==> src/rtl/tx_arb.sv <==
// -----------------------------------------------------------------------------
// tx_arb -- round-robin arbiter in front of the single UART transmitter.
//
// Each requester owns a one-word holding slot. In IDLE, with the transmitter
// ready, one pending slot is chosen and issued. The choice is round-robin
// starting after the last owner, or only the owner while it holds its lock
// bit. The word goes out as a one-cycle strobe on tx_stb_o with the word on
// tx_o. The arbiter then passes through ACK and waits in BUSY until the
// transmitter reports ready again.
//
// Ports:
//   clk_i       system clock
//   rst_in      asynchronous active-low reset
//   req_stb_i   [N]        one-cycle write strobe per requester
//   req_data_i  [N*WIDTH]  word r at bits [r*WIDTH +: WIDTH]
//   req_lock_i  [N]        current owner keeps the grant while its bit is high
//   req_rdy_o   [N]        slot free or being issued this cycle (combinational)
//   clr_i                  clears the sticky overflow flag
//   tx_rdy_i               transmitter idle
//   tx_stb_o               one-cycle start strobe to the transmitter
//   tx_o        [WIDTH]    word to send, held until the next issue
//   gnt_o       [N]        one-hot owner of the last issued word
//   ovf_o                  sticky: a strobe hit a full slot and was dropped
// -----------------------------------------------------------------------------
module tx_arb #(
    parameter int N     = 2,
    parameter int WIDTH = 32
) (
    input  logic                 clk_i,
    input  logic                 rst_in,
    input  logic [N-1:0]         req_stb_i,
    input  logic [N*WIDTH-1:0]   req_data_i,
    input  logic [N-1:0]         req_lock_i,
    output logic [N-1:0]         req_rdy_o,
    input  logic                 clr_i,
    input  logic                 tx_rdy_i,
    output logic                 tx_stb_o,
    output logic [WIDTH-1:0]     tx_o,
    output logic [N-1:0]         gnt_o,
    output logic                 ovf_o
);

    localparam int LW = (N > 1) ? $clog2(N) : 1;

    typedef enum logic [1:0] {
        IDLE = 2'd0,
        ACK  = 2'd1,
        BUSY = 2'd2
    } state_t;

    state_t             state_q, state_d;
    logic               arb_en;

    logic [N-1:0]       valid;
    logic [WIDTH-1:0]   slot_data [N];
    logic [N-1:0]       drop;

    logic               owner_locked;
    logic [N-1:0]       elig;
    logic [LW-1:0]      sel;
    logic [LW-1:0]      cand;
    logic               found;
    logic               issue;

    logic [LW-1:0]      last_q, last_d;
    logic [N-1:0]       gnt_q, gnt_d;
    logic [WIDTH-1:0]   tx_q, tx_d;
    logic               stb_q, stb_d;
    logic               ovf_q, ovf_d;

    // ---------------------------------------------------------------- slots
    for (genvar gi = 0; gi < N; gi++) begin : g_slot
        logic               valid_q;
        logic [WIDTH-1:0]   data_q;
        logic               issued;
        logic               load;

        assign issued = issue & (sel == LW'(gi));
        // An issued slot accepts a same-cycle strobe: the old word leaves
        // through tx_d while the new one takes its place (write-through).
        assign load      = req_stb_i[gi] & (~valid_q | issued);
        assign drop[gi]  = req_stb_i[gi] & valid_q & ~issued;
        assign req_rdy_o[gi] = ~valid_q | issued;
        assign valid[gi]     = valid_q;
        assign slot_data[gi] = data_q;

        always_ff @(posedge clk_i or negedge rst_in) begin
            if (!rst_in) begin
                valid_q <= 1'b0;
                data_q  <= '0;
            end else if (load) begin
                valid_q <= 1'b1;
                data_q  <= req_data_i[gi*WIDTH +: WIDTH];
            end else if (issued) begin
                valid_q <= 1'b0;
            end
        end
    end

    // ---------------------------------------------------------- arbitration
    // While the owner holds its lock only its own slot may win; an empty
    // owner slot then stalls arbitration rather than falling back.
    assign owner_locked = |(gnt_q & req_lock_i);
    assign elig         = owner_locked ? (valid & gnt_q) : valid;

    // Walk the requesters starting just after the last owner, wrapping at N.
    always_comb begin
        sel   = '0;
        found = 1'b0;
        cand  = last_q;
        for (int k = 0; k < N; k++) begin
            cand = (cand == LW'(N - 1)) ? '0 : cand + 1'b1;
            if (!found && elig[cand]) begin
                found = 1'b1;
                sel   = cand;
            end
        end
    end

    assign issue = arb_en & tx_rdy_i & found;

    // ------------------------------------------------------------------ FSM
    always_ff @(posedge clk_i or negedge rst_in) begin
        if (!rst_in) begin
            state_q <= IDLE;
        end else begin
            state_q <= state_d;
        end
    end

    always_comb begin
        state_d = state_q;
        case (state_q)
            IDLE:    if (issue) state_d = ACK;
            // tx_rdy_i may still be high here while the transmitter picks up
            // the strobe, so it is not looked at until BUSY.
            ACK:     state_d = BUSY;
            BUSY:    if (tx_rdy_i) state_d = IDLE;
            default: state_d = IDLE;
        endcase
    end

    always_comb begin
        arb_en = 1'b0;
        if (state_q == IDLE) begin
            arb_en = 1'b1;
        end
    end

    // ------------------------------------------------------------- datapath
    always_comb begin
        last_d = last_q;
        gnt_d  = gnt_q;
        tx_d   = tx_q;
        stb_d  = issue;
        if (issue) begin
            last_d = sel;
            gnt_d  = N'(1) << sel;
            tx_d   = slot_data[sel];
        end
        // A drop in the same cycle as a clear keeps the flag set.
        if (|drop) begin
            ovf_d = 1'b1;
        end else if (clr_i) begin
            ovf_d = 1'b0;
        end else begin
            ovf_d = ovf_q;
        end
    end

    always_ff @(posedge clk_i or negedge rst_in) begin
        if (!rst_in) begin
            last_q <= LW'(N - 1);
            gnt_q  <= '0;
            tx_q   <= '0;
            stb_q  <= 1'b0;
            ovf_q  <= 1'b0;
        end else begin
            last_q <= last_d;
            gnt_q  <= gnt_d;
            tx_q   <= tx_d;
            stb_q  <= stb_d;
            ovf_q  <= ovf_d;
        end
    end

    assign tx_stb_o = stb_q;
    assign tx_o     = tx_q;
    assign gnt_o    = gnt_q;
    assign ovf_o    = ovf_q;

endmodule

==> config.mk <==
export PLATFORM = sky130hd
export DESIGN_NAME = tx_arb
export DESIGN_NICKNAME = d
export VERILOG_FILES = /design/src/rtl/tx_arb.sv
export SDC_FILE = /design/constraint.sdc
export NUM_CORES = 1
export LEC_CHECK = 0
export CORE_MARGIN = 3
export CORE_UTILIZATION = 50
export DETAILED_ROUTE_END_ITERATION = 10
export PLACE_DENSITY = 0.89
export SETUP_SLACK_MARGIN = 0.5
export SLEW_MARGIN = 20
export SYNTH_ARGS = -nofsm -noshare
export SYNTH_HDL_FRONTEND = slang
export SYNTH_SLANG_ARGS = --single-unit
==> constraint.sdc <==
create_clock -name clk_i -period 4.9 [get_ports clk_i]
set_input_delay 0.98 -clock clk_i [delete_from_list [all_inputs] [get_ports clk_i]]
set_output_delay 0.98 -clock clk_i [all_outputs]
set_load 0.005 [all_outputs]
* Word level (Yosys, flattened, before mapping)
Index checks and enable logic that the tools add are counted.
** Storage, ports and cells
- Memory bits (writable) :: 0
- Output and inout port bits :: 38
- Input port bits :: 72
- Bits in registers :: 105
- Word-level logic and storage cells :: 73
- Memories :: 0
- Bits in read-only memories :: 0
- Bits in latches :: 0
** Operators by class
- Equality and inequality tests :: 4
- $add $sub $neg :: 2
- Multiply operators :: 0
- Bitwise logic cells :: 20
- Multiplexer cells :: 24
- Shift operators :: 1
- Div/mod/pow operators :: 0
- Reductions and logical operators :: 9
- Magnitude comparators :: 3
** Operators by type and width (count)
- $mux 32 :: 3
- $mux 1 :: 17
- $and 1x1->1 :: 10
- $mux 2 :: 3
- $pmux 2 s3 :: 1
- $reduce_bool 2->1 :: 3
- $not 1->1 :: 5
- $and 2x2->2 :: 2
- $lt 1x2->1 const B :: 2
- $ne 2x2->1 const B :: 2
- $reduce_or 2->1 :: 2
- $add 1x1->1 const B :: 2
- $eq 2x1->1 const B :: 1
- $eq 2x2->1 const B :: 1
- $ge 2x2->1 const B :: 1
- $logic_not 2->1 :: 1
- $not 1->2 :: 1
- $or 1x1->1 :: 2
- $reduce_and 2->1 :: 1
- $shl 1x1->2 const A :: 1
- $logic_and 1x1->1 :: 1
- $logic_not 1->1 :: 1

* Longest topological paths before layout
Gate-level depths: netlist (run 1).
- Depth after elaboration :: 15
- Depth in mapped cells :: 7
- Gate-level depth less buffers :: 5

* Least setup slack after synthesis (run 1)
Ideal clock, no wire load.
- Kind :: in2out
- Start point :: in tx_rdy_i
- End point :: out req_rdy_o[0]
- Data required time :: 3920 ps
- Path buffers :: 0
- Path slack :: 2134 ps
- Cell stages on the path :: 3
- Arrival :: 1786 ps
- Cell sequence :: or3b_4 a211o_1 nand2_1
** Between the ends
- Word-level cells in the longest chain between the ends :: 4
** RTL lines
- start: declaration :: line 36 : input logic tx_rdy_i,
- $and 1x1->1 (2 in series) :: line 120 : assign issue = arb_en & tx_rdy_i & found;
- $and 1x1->1 :: line 78 : assign issued = issue & (sel == LW'(gi));
- $or 1x1->1 :: line 83 : assign req_rdy_o[gi] = ~valid_q | issued;
- end: declaration :: line 34 : output logic [N-1:0] req_rdy_o,
No other way between the ends.

* Worst setup path after layout (run 1)
Ends and elaborated chain as after synthesis.

==> results by group, run 1 <==
Power and ir drop
  – Pwr Total: 3450 uW
  – PD cells: about 610 mW/mm2
  – Clock power share: 15.4%
  – NetSw: 1090 uW
  – Comb pwr share: 39.6%
  – Share of power burned in registers: 45.0%
  – Static Leak: 0.00248 uW
  – P_int: 2360 uW
  – Peak VDD IR: 0.000282 V
  – Sw frac: 31.6%

Route
  – Via density: 5.42
  – DRC Markers: 0
  – Drt pass-1 iters: 4
  – Avg WL per Cell: 17.6 um
  – Final ANT Viol Nets: 0
  – Drt total wl: 9.40 mm
  – Vias: around 2.9k
  – Violation count after the first detailed-route iteration: between 80 and 90

Critical path
  – Req. time, crit path: 3920 ps
  – CP Depth: 5
  – Worst path cell trace: clkdlybuf4s50_1 -> or3b_4 -> a211o_1 -> nand2_1 -> clkdlybuf4s50_1
  – CP endpoint kind: output pin
  – Cells on worst reg2reg path: 5
  – CP max stage delay: 500 ps
  – CP max-delay cell: clkdlybuf4s50_1
  – Element type at the critical path start: input pin
  – Worst Path Class, Setup: in2out
  – Top delay family on crit path: buffers and inverters
  – CP most frequent cell: clkdlybuf4s50_1
  – CP Max Fanout: 3
  – CP arrival: between 2000 and 3000 ps
  – Worst Path Buf+Inv: 2

Synthesis
  – Post-synth top area share: 61.1%
  – Top cells by area, synth: dfrtp_1 61%, mux2_2 17%, a221o_1 7.5%
  – Top-count cell post-synth: dfrtp_1
  – Predominant post-synthesis flop cell: dfrtp_1
  – #FFs+latches synth: 105
  – Number of flops mapped to enable cells by yosys: 0
  – Synth warn: 0
  – Synth Instances: 316
  – Sequential share of the synthesized area: between 60% and 70%
  – Cell Area, Synth: 0.00426 mm2
  – Syn avg cell area: 13.5 um2
  – Post-synth cell types: 28
  – Asr flop ratio synth: 100%
  – Post-synth top cells: 104 x dfrtp_1, 63 x mux2_2, 38 x inv_1
  – Post-synth net total: 388
  – Biggest area consumer among synthesized cells: dfrtp_1

Min path
  – Hold depth: 2
  – Worst Hold Class: reg2reg

STA
  – Tmin final: 3820 ps
  – Final Hold Viols: 0
  – Slew @ Worst Pin: roughly 760 ps
  – Max-slew violation count: 0
  – Worst hold margin: slightly below 500 ps
  – Fmax: 0.262 GHz
  – Unrepaired setup endpoints after global routing: no
  – Max Clock Skew: 16.6 ps
  – Fin crit share: 77.9%
  – Max-slew headroom: 49.4%
  – Final setup viols: 0
  – Setup_tns: 0 ps

Clocking
  – CTS buffer count: 9
  – Root Buffer: clkbuf_8
  – CTS H-Tree Depth: 3
  – Clk slew on worst S/H paths: 100 ps
  – CTS tree: done
  – CTS Sinks: around 110
  – Hold_buf cts: 0
  – Number of setup buffers added after CTS: 0
  – Post-CTS sizing: 0
  – Clock latency at the later pin of the worst-skew pair: 360 ps
  – Clock Path Buffers: 2

Layout
  – Multi-input gate area: 0.00141 mm2
  – Fin area: between 0.005 and 0.006 mm2
  – Area Overhead vs Synth: 33.4%
  – Layout Utilization: 68.8%
  – Register area: 0.00263 mm2
  – Nets: just under 500
  – Diodes inserted: 0
  – Ratio of cells with drive above 1 in the final layout: 21.7%
  – Total of fill cells in the finished design: 595

Global route
  – Largest net degree at the start of global routing: approximately 60
  – Vias in the first global route: slightly above 3k
  – Global route total overflow: 0
  – Global-route wire length before repair: about 16 mm
  – Gr usage total: roughly a fifth
  – Initial antenna violation count: 0

Floorplan
  – Starting Density: 51.6%
  – Core area: 0.00826 mm2
  – Height of the die: roughly 100 um
  – Rows: 33
  – Die width: 98.3 um
  – Ports: 110
  – Total die area: 0.00966 mm2

Run
  – MaxCap Viol Count: 0

Place
  – Placer Congestion: 0.844
  – Buffers on Ports: 109
  – Dpl cell area: 0.00543 mm2
  – DP HPWL: between 6 and 7 mm

Outcome
  – Status: finished, final reports clean
-- path summary, 6_finish.rpt --
kind                       startpoint              endpoint  slack [ps]
max                          tx_rdy_i          req_rdy_o[0]        1080
min reg2reg                    last_q                last_q         490
max reg2reg                state_q[0]  g_slot[0].data_q[13]        2400
min                            last_q                last_q         490
min in group asynchronous      rst_in  g_slot[1].data_q[28]         660
max in group asynchronous      rst_in  g_slot[0].data_q[19]        3150
-- metal layers --
| metal | global-route usage, % | routed length, um | up-vias |
|---|---|---|---|
| met5 | 0 | 0 | - |
| met4 | 6.30 | 116 | 0 |
| met3 | 3.14 | 396 | 8 |
| met2 | 35.3 | 4910 | 74 |
| met1 | 25.7 | 3980 | 1472 |
| li1 | - | - | 1337 |
-- worst register-to-register path, cell delays in order (launching register included) --
cell	delay, ps
dfrtp_1	420
or3b_4	430
a211o_1	350
a21boi_4	590
buf_16	230
mux2_2	350
-- cells in the final DEF, fill, tap and decap left out --
cell,synthesis,layout
nor2b_1,1,1
mux2_2,63,63
or3b_4,1,1
nand2b_1,3,3
o221ai_1,1,1
buf_16,0,2
buf_4,0,5
a21o_2,0,1
o211ai_1,1,1
o22a_1,1,1
clkinvlp_4,0,2
nor3_1,32,32
nand2_1,5,5
inv_6,0,1
nor3b_1,1,1
a221o_1,32,32
clkdlybuf4s50_1,0,108
a211o_1,1,1
clkbuf_8,0,9
a21oi_1,3,2
bufinv_16,0,1
and3b_1,1,1
nand3b_1,1,1
inv_1,38,38
clkinv_2,0,3
mux2i_1,1,1
dfrtp_1,104,104
a21oi_4,0,1
o21ai_2,0,1
mux2_1,1,1
a211oi_4,0,1
a21boi_4,1,1
dfstp_2,1,1
nand3_1,1,1
-- registers in the layout (all words and copies together) (netlist names) --
name / cells
g_slot.data_q: 64
g_slot.valid_q: 2
gnt_o: 2
last_q: 1
ovf_o: 1
state_q: 2
tx_o: 32
tx_stb_o: 1
-- cell families after synthesis --
logic type,after synthesis,share of synthesized area (%)
AOI/OAI and AO/OA,43,9.69
and+or+nand+nor,46,5.73
muxes,65,17.2
DFF,105,61.7
buffers and inverters,57,5.70
-- stage by stage --
| stage | setup slack (ps) | instances |
|---|---|---|
| detailed placement | 1080 | 515 |
| global route | 1020 | 533 |
| finish | 1080 | 533 |
| CTS | 1070 | 531 |
| floorplan | 2130 | 316 |
| global placement | 1100 | 515 |
-- cell type report --
cell class / count / area share (%)
Sequential cell: 105 / 46.3
Multi-Input combinational cell: 154 / 24.8
Timing Repair Buffer: 115 / 20.7
Inverter: 38 / 2.51
Tap cell: 105 / 2.31
Clock buffer: 9 / 2.18
Clock inverter: 7 / 1.21
-- power by group through the flow --
stage	clock [uW]	sequential (uW)	combinational, uW
after floorplan	0	1500	819
after CTS	540	1550	1360
final	529	1550	1370
after global placement	0	1540	1300
after global routing	575	1600	1490
after detailed placement	0	1570	1350
Note: power is estimated with default switching activity, not from simulation.
==> inputs of run 2 (changes only) <==
--- a/config.mk
+++ b/config.mk
@@ -6,9 +6,9 @@
 export NUM_CORES = 1
 export LEC_CHECK = 0
 export CORE_MARGIN = 3
-export CORE_UTILIZATION = 50
+export CORE_UTILIZATION = 49
 export DETAILED_ROUTE_END_ITERATION = 10
-export PLACE_DENSITY = 0.89
+export PLACE_DENSITY = 0.87
 export SETUP_SLACK_MARGIN = 0.5
 export SLEW_MARGIN = 20
 export SYNTH_ARGS = -nofsm -noshare
==> constraint.sdc (replaced) <==
create_clock -name clk_i -period 3.9 [get_ports clk_i]
set_input_delay 0.78 -clock clk_i [delete_from_list [all_inputs] [get_ports clk_i]]
set_output_delay 0.78 -clock clk_i [all_outputs]
set_load 0.005 [all_outputs]
==> run 2 against run 1 <==
Compared with the run above:
- sequential cell count did not move
- power up 29%
- critical path depth stayed put
- clock skew shrank 2.1 ps
- largest power group unchanged
==> results by group, run 2 (same netlist as run 1, synthesis figures left out) <==
Outcome
  – Status: finished, final reports clean

Clocking
  – Clk slew on worst S/H paths: 80 ps (-20 ps)
  – CTS Sinks: 105 (unchanged)
  – Root Buffer: clkbuf_8
  – Clock Path Buffers: 2 (unchanged)
  – CTS tree: done
  – Hold_buf cts: 0 (unchanged)
  – Clock latency at the later pin of the worst-skew pair: 360 ps (about the same)
  – CTS buffer count: 9 (unchanged)
  – CTS H-Tree Depth: 3 (unchanged)

Layout
  – Largest register FFs: 64 (unchanged)
  – Commonest non-fill, non-tap cell in the layout: clkdlybuf4s50_1
  – Commonest cells after routing, fill and taps aside: 107 x clkdlybuf4s50_1, 104 x dfrtp_1, 63 x mux2_2
  – Area Overhead vs Synth: 34.7%
  – Total of fill cells in the finished design: 612 (+2.9%)
  – Diodes inserted: 0 (unchanged)
  – Register area: 0.00263 mm2 (unchanged)
  – Reg with most FFs: g_slot.data_q
  – Multi-input gate area: 0.00141 mm2 (about the same)
  – Ratio of cells with drive above 1 in the final layout: 22.6% (+0.90 points)
  – Nets: 500 (+1.0%)

Critical path
  – CP Max Fanout: 3 (unchanged)
  – Worst Path Class, Setup: in2out
  – Element type at the critical path start: input pin
  – CP endpoint kind: output pin
  – CP most frequent cell: clkdlybuf4s50_1
  – Req. time, crit path: 3120 ps (-800 ps)
  – Worst path cell trace: clkdlybuf4s50_1 -> nor3b_1 -> o211ai_1 -> nand2_1 -> clkdlybuf4s50_1
  – Top delay family on crit path: buffers and inverters
  – CP arrival: 2520 ps (-320 ps)
  – CP max stage delay: 510 ps (about the same)
  – Worst Path Buf+Inv: 2 (unchanged)
  – CP max-delay cell: clkdlybuf4s50_1

STA
  – Slew @ Worst Pin: 968 ps (+210 ps)
  – Max-slew violation count: 0 (unchanged)
  – Fin crit share: 84.6%
  – Max Clock Skew: 14.6 ps (-2.06 ps)
  – Setup_tns: 0 ps (unchanged)
  – Fmax: around 0.3 GHz
  – Final setup viols: 0 (unchanged)
  – Max-slew headroom: 35.4% (-14 points)
  – Tmin final: 3300 ps
  – Worst Slack Setup Final: 600 ps (-482 ps)
  – Unrepaired setup endpoints after global routing: no
  – Final Hold Viols: 0 (unchanged)

Route
  – Drt total wl: 9.62 mm (+2.3%)
  – Vias: 2941 (+1.7%)
  – Final ANT Viol Nets: 0 (unchanged)
  – Via density: 5.47 (+0.78%)
  – DRC Markers: 0 (unchanged)
  – Avg WL per Cell: 17.9 um (+1.3%)
  – Drt pass-1 iters: 4 (unchanged)
  – Violation count after the first detailed-route iteration: 115 (+42%)

Place
  – DP HPWL: 6.66 mm (+3.6%)
  – Placer Congestion: 0.809 (-4.1%)
  – Pre-CTS setup slack: 480 ps (-596 ps)
  – Buffers on Ports: 109 (unchanged)

Floorplan
  – Ports: 110 (unchanged)
  – Rows: 33 (unchanged)
  – Total die area: 0.00985 mm2 (+1.9%)
  – Die width: 99.2 um (+0.95%)
  – Core area: 0.00834 mm2 (+1.0%)
  – Height of the die: 99.2 um (+0.95%)
  – Starting Density: 51.1% (-0.51 points)

Global route
  – Initial antenna violation count: 0 (unchanged)
  – Vias in the first global route: 3100 (-0.19%)
  – Largest net degree at the start of global routing: 81 (+37%)
  – Gr usage total: 20.4% (+0.25 points)
  – Global-route wire length before repair: 15.8 mm (+1.6%)
  – Global route total overflow: 0 (unchanged)

Power and ir drop
  – PD cells: 773 mW/mm2 (+27%)
  – Peak VDD IR: 0.000342 V (+21%)
  – Static Leak: 0.00253 uW (+1.9%)

Run
  – MaxCap Viol Count: 0 (unchanged)

Min path
  – Worst Hold Class: reg2reg
==> run 2: cell types whose count changed in the layout (fill, tap and decap cells not counted), moves of 2 or more <==
cell and delta:
buf_16 -2, buf_4 +6, clkbuf_8 +2, clkinv_2 -3
==> run 2: repair_timing <==
action,in CTS,in global routing
endpoints found under the setup margin,1,1
buffers inserted,0,1
pin swaps,1,1
resized for setup,0,2
==> run 2: worst paths after layout <==
kind,start,to,slack (ps),cells past startpoint
setup / recovery,tx_rdy_i,req_rdy_o[1],600,5
hold / removal,last_q,last_q,490,2
setup reg to reg,state_q[1],g_slot[1].data_q[24],1600,5
hold reg to reg,last_q,last_q,490,2
max in group asynchronous,rst_in,last_q,2340,2
min in group asynchronous,rst_in,g_slot[0].data_q[28],570,1
==> run 2: layout make-up <==
class	instances	share of cell area (%)
Clock buffer	11	2.64
Tap cell	105	2.29
Inverter	38	2.49
Multi-Input combinational cell	154	24.6
Timing Repair Buffer	120	20.7
Clock inverter	5	1.48
Sequential cell	105	45.8
==> run 2: power by group <==
| part | internal (uW) | switching (uW) | total (uW) |
|---|---|---|---|
| clock network | 400 | 360 | 760 |
| logic | 1040 | 693 | 1730 |
| registers | 1630 | 312 | 1950 |
| total | 3070 | 1370 | 4440 |
==> run 2: worst min-delay path, delay by kind of cell (launching register included) <==
family                 cells  cell delay (ps)
AOI/OAI and AO/OA          1               50
buffers and inverters      1               50
DFF                        1              390
==> run 2: layer usage <==
| layer | GRT usage [%] | up-vias | part of all wire (%) |
|---|---|---|---|
| met3 | 4.63 | 11 | 5.3 |
| met5 | 0 | - | 0 |
| met2 | 36.0 | 88 | 53 |
| li1 | - | 1347 | - |
| met1 | 25.1 | 1495 | 40 |
| met4 | 5.99 | 0 | 1.5 |
==> run 2: stage by stage <==
step                area (um2)  hold slack, ps  total power, uW  cells  utilization [%]
finish                    5740             486             4440    538             68.8
global route              5740             500             4720    538             68.8
CTS                       5730             485             4480    537             68.6
detailed placement        5490             472             3700    521             65.8
global placement          5490             463             3600    521             65.8
floorplan                 4260             449             2920    316                -
